File: src/rtl/alu_op_dispatcher.sv
// Registered, handshaked ALU op dispatcher: decodes ALU_FUN MSBs into a held one-hot unit enable.
// Optional macro ALU_TIMEOUT_EN adds an abort after TIMEOUT execute cycles without unit_done.
module alu_op_dispatcher #(
  parameter int FUN_W   = 4,
  parameter int SEL_W   = 2,
  parameter int N_UNITS = 4,
  parameter int TIMEOUT = 15
) (
  input  logic                     CLK,
  input  logic                     RST,
  input  logic                     enable,
  input  logic [FUN_W-1:0]         ALU_FUN,
  output logic                     req_ready,
  output logic [N_UNITS-1:0]       unit_enable,
  output logic [FUN_W-SEL_W-1:0]   unit_fun,
  input  logic [N_UNITS-1:0]       unit_done,
  output logic                     OUT_VALID,
  output logic                     busy,
  output logic                     illegal,
  output logic                     timeout
);

  typedef enum logic {IDLE = 1'b0, EXEC = 1'b1} state_t;

  if (N_UNITS < 1 || N_UNITS > 2**SEL_W || SEL_W >= FUN_W || TIMEOUT < 1) begin : g_param_err
    $error("alu_op_dispatcher: inconsistent parameters");
  end

  state_t                   state_q;
  logic [N_UNITS-1:0]       unit_enable_q;
  logic [FUN_W-SEL_W-1:0]   fun_q;
  logic                     out_valid_q;
  logic                     illegal_q;

  logic [SEL_W-1:0]         req_sel;
  logic                     sel_legal;
  logic                     done_hit;

  assign req_sel   = ALU_FUN[FUN_W-1 -: SEL_W];
  assign sel_legal = (int'(req_sel) < N_UNITS);
  // unit_enable_q is one-hot on the latched select, so masking picks only the selected unit's done.
  assign done_hit  = |(unit_done & unit_enable_q);

`ifdef ALU_TIMEOUT_EN
  localparam int CNT_W = $clog2(TIMEOUT + 1);

  logic [CNT_W-1:0] cnt_q;
  logic             timeout_q;
  logic             at_limit;

  // cnt_q holds (EXEC cycle index - 1), so the TIMEOUT-th cycle sees TIMEOUT-1.
  assign at_limit = (cnt_q == CNT_W'(TIMEOUT - 1));
  assign timeout  = timeout_q;
`else
  assign timeout  = 1'b0;
`endif

  always_ff @(posedge CLK or negedge RST) begin
    if (!RST) begin
      state_q       <= IDLE;
      unit_enable_q <= '0;
      fun_q         <= '0;
      out_valid_q   <= 1'b0;
      illegal_q     <= 1'b0;
`ifdef ALU_TIMEOUT_EN
      cnt_q         <= '0;
      timeout_q     <= 1'b0;
`endif
    end else begin
      out_valid_q <= 1'b0;
      illegal_q   <= 1'b0;
`ifdef ALU_TIMEOUT_EN
      timeout_q   <= 1'b0;
`endif
      case (state_q)
        IDLE: begin
          if (enable) begin
            if (sel_legal) begin
              state_q       <= EXEC;
              unit_enable_q <= N_UNITS'(1) << req_sel;
              fun_q         <= ALU_FUN[FUN_W-SEL_W-1:0];
`ifdef ALU_TIMEOUT_EN
              cnt_q         <= '0;
`endif
            end else begin
              illegal_q <= 1'b1;
            end
          end
        end
        EXEC: begin
          // Done takes priority over the timeout limit in the same cycle.
          if (done_hit) begin
            state_q       <= IDLE;
            unit_enable_q <= '0;
            out_valid_q   <= 1'b1;
          end
`ifdef ALU_TIMEOUT_EN
          else if (at_limit) begin
            state_q       <= IDLE;
            unit_enable_q <= '0;
            timeout_q     <= 1'b1;
          end else begin
            cnt_q <= cnt_q + 1'b1;
          end
`endif
        end
        default: begin
          state_q       <= IDLE;
          unit_enable_q <= '0;
        end
      endcase
    end
  end

  assign req_ready   = (state_q == IDLE);
  assign busy        = (state_q == EXEC);
  assign unit_enable = unit_enable_q;
  assign unit_fun    = fun_q;
  assign OUT_VALID   = out_valid_q;
  assign illegal     = illegal_q;

endmodule

File: config.mk
export PLATFORM = sky130hd
export DESIGN_NAME = alu_op_dispatcher
export DESIGN_NICKNAME = d
export VERILOG_FILES = /design/src/rtl/alu_op_dispatcher.sv
export SDC_FILE = /design/constraint.sdc
export NUM_CORES = 1
export LEC_CHECK = 0
export ABC_AREA = 0
export BUFFER_PORTS_ARGS = -buffer_cell sky130_fd_sc_hd__buf_2
export CAP_MARGIN = 15
export CORE_AREA = 2 2 39 41
export CTS_BUF_LIST = sky130_fd_sc_hd__clkbuf_2
export DETAILED_ROUTE_END_ITERATION = 6
export DIE_AREA = 0 0 41 43
export HOLD_SLACK_MARGIN = 0.15
export PLACE_DENSITY = 0.66
export SLEW_MARGIN = 15
export SYNTH_ARGS = -nofsm -noshare
export SYNTH_HDL_FRONTEND = slang
export SYNTH_SLANG_ARGS = --single-unit
File: constraint.sdc
create_clock -name CLK -period 0.9 [get_ports CLK]
set_input_delay 0 -clock CLK [delete_from_list [all_inputs] [get_ports CLK]]
set_output_delay 0 -clock CLK [all_outputs]
set_load 0.005 [all_outputs]
==> results.txt <==
Outcome: finished with violations
Failing checks: negative setup slack
Critical path type: flop to flop
Pre-antenna DRT Iters: 3
IO Count: 22
Routed wire length: 1.09 mm
Core Area: 1380 sq um
Synth area leaders: dfrtp_1 (47%), mux2i_1 (7.0%), mux2_4 (7.0%)
Min cycle time layout: 0.990 ns
Number of CTS-inserted buffers: 3
WL/cell: 12.1 um
Yosys warning total: 0
Met2 global-route usage: 24.1%
FMAX: 1010 MHz
Synth area leader: dfrtp_1
Die width: 41 um
Ratio of cells with drive above 1 in the final layout: 62.2%
Max clock buf depth: 2
HP Class: input pin to flop
Layout Cell Area excl Fill: 744 sq um
Crit path DAT: 1.11 ns
Largest net degree at the start of global routing: 9
Sink Count: 8
Period utilization: 110%
Sequential-to-total area share from yosys stat: 46.6%
Initial DRC count: 7
Overflow after GRT: 0
Placer Congestion: 0.643
DP Worst Slack: -0.0962 ns
Row count: 14
Hold Vio Cnt, Final: 0
Comb pwr share: 62.9%
FF+latch count, synth: 8
Clock transition at path regs: 0.08 ns
Netlist cell types: 16
Max-cap violations: 0
RSZ-0062 raised after global routing: true
Clock Latency Late Sink: 0.23 ns
Finish-stage setup viols: 9
Die H: 43 um
CP endpoint kind: flop
Via/cell ratio: 4.43
Worst Path Max Fanout: 3
Synth Instances: 38
Initial antenna violation count: 0
Pins Over Slew Limit: 0
Synth Cell Area: 429 sq um
P_int: 1.51 mW
Placed Area: 571 sq um
Worst setup SP type: flop
CTS tree: built
GRT Overall Usage: 14.7%
Number of global-route vias before repair: 398
Clock network power share: 8.6%
Critical Path RT: 1.02 ns
Psw: 0.832 mW
Worst Hold Margin: 0.163 ns
Yosys top cell area share: 46.6%
Post-DRT Antenna Nets: 0
Syn avg cell area: 11.3 sq um
Diodes inserted: 0
Setup TNS: -0.430 ns
Die Area: 1760 sq um
H-tree depth: 1
DRC viols: 0
Switching Share: 35.6%
Buffers added on ports: 19
GR Util met3: 6.28%
Pleak: 0.374 nW
Final #Nets: 87
Fin worst setup slack: -0.0899 ns
GRT busiest layer: met2
Initial Utilization: 31.0%
Met1 usage: 16.6%
Vias post-DR: 399
Layout area overhead: 73.5%
VDD IR max: 1.33 mV
Pwr dens: 3140 nW/um^2
Flop pwr share: 28.5%
Fin Clk Skew: 0.0111 ns
First-pass GRT wire length: 1.67 mm
Clock root buffer: clkbuf_2
## path summary, 6_finish.rpt
kind                                              start  slack, ns                          to  cells past startpoint
worst max-delay path                     busy$_DFF_PN0_      -0.09     unit_fun[1]$_DFFE_PN0P_                      2
worst min-delay path                       unit_done[3]       0.16  unit_enable[2]$_DFFE_PN0P_                      4
worst max register to register           busy$_DFF_PN0_      -0.09     unit_fun[1]$_DFFE_PN0P_                      2
worst min register to register  unit_fun[0]$_DFFE_PN0P_       0.53     unit_fun[0]$_DFFE_PN0P_                      1
max in group asynchronous                           RST       0.08         OUT_VALID$_DFF_PN0_                      3
min in group asynchronous                           RST       0.67  unit_enable[3]$_DFFE_PN0P_                      3
## power groups by stage
stage	clock, mW	sequential [mW]	combinational [mW]
4_1_cts	0.211	0.663	1.40
3_5_place_dp	0	0.660	0.995
3_3_place_gp	0	0.647	0.977
6_report	0.201	0.666	1.47
2_1_floorplan	0	0.684	0.491
5_1_grt	0.222	0.680	1.60
## sequential cells by signal, indices dropped and copies added, names as in the netlist
signal / cells
OUT_VALID: 1
unit_enable: 4
unit_fun: 2
busy: 1
## per-stage QoR
stage | total power [mW] | utilization, % | cells
after floorplan | 1.18 | - | 39
after global placement | 1.62 | 41.2 | 78
after detailed placement | 1.66 | 41.2 | 78
after CTS | 2.27 | 52.5 | 89
after global routing | 2.51 | 53.8 | 90
final | 2.34 | 53.8 | 90
## cells in the final DEF, fill, tap and decap left out, drive strengths merged
cell type and instances:
dfrtp 8, nand2 5, a21oi 1, mux2 2, a31oi 1, mux2i 3, inv 1, nor2b 4
buf 29, clkbuf 4, conb 2, o22ai 4, a22oi 2, nor2 1, o21bai 1, dlygate4sd3 6
## critical path, cell delays in order (launching register included)
cell     delay [ns]
dfrtp_1        0.42
nor2b_4        0.16
mux2_4         0.31
## cell usage after synthesis
library cell,number
mux2_4,2
inv_1,1
nor2b_4,1
nand2_1,5
a22oi_2,2
buf_4,2
buf_6,2
o21bai_1,1
mux2i_1,3
a21oi_1,1
a31oi_1,1
nor2_1,1
dfrtp_1,8
o22ai_1,4
nor2b_1,3
conb_1,1
## metal layers
layer | vias to the layer above | wire, um
li1 | 200 | -
met5 | - | 0
met1 | 188 | 468
met2 | 11 | 556
met3 | 0 | 67
met4 | 0 | 0
## cells by family after synthesis
logic type | share of synthesized area (%)
AOI/OAI and AO/OA | 16.0
other | 0.874
DFF | 46.6
buffers and inverters | 9.62
and+or+nand+nor | 12.8
muxes | 14.0
## what timing repair did
| action | 4_1_cts | 5_1_grt |
|---|---|---|
| setup buffers | 2 | 1 |
| pin swaps | 2 | 0 |
| hold endpoints to repair | 11 | 0 |
| gates resized for setup | 16 | 3 |
| gates cloned | 0 | 0 |
| setup endpoints to repair | 10 | 18 |
| hold buffers | 6 | 0 |
## area by class of cell
| type | instances | area (sq um) |
|---|---|---|
| clock buffers | 3 | 15.0 |
| fillers | 125 | 639 |
| inverters | 1 | 6.26 |
| multi-input cells | 26 | 221 |
| flip-flops and latches | 8 | 200 |
| well taps | 16 | 20.0 |
| repair buffers | 36 | 282 |
Note: power is estimated with default switching activity, not from simulation.
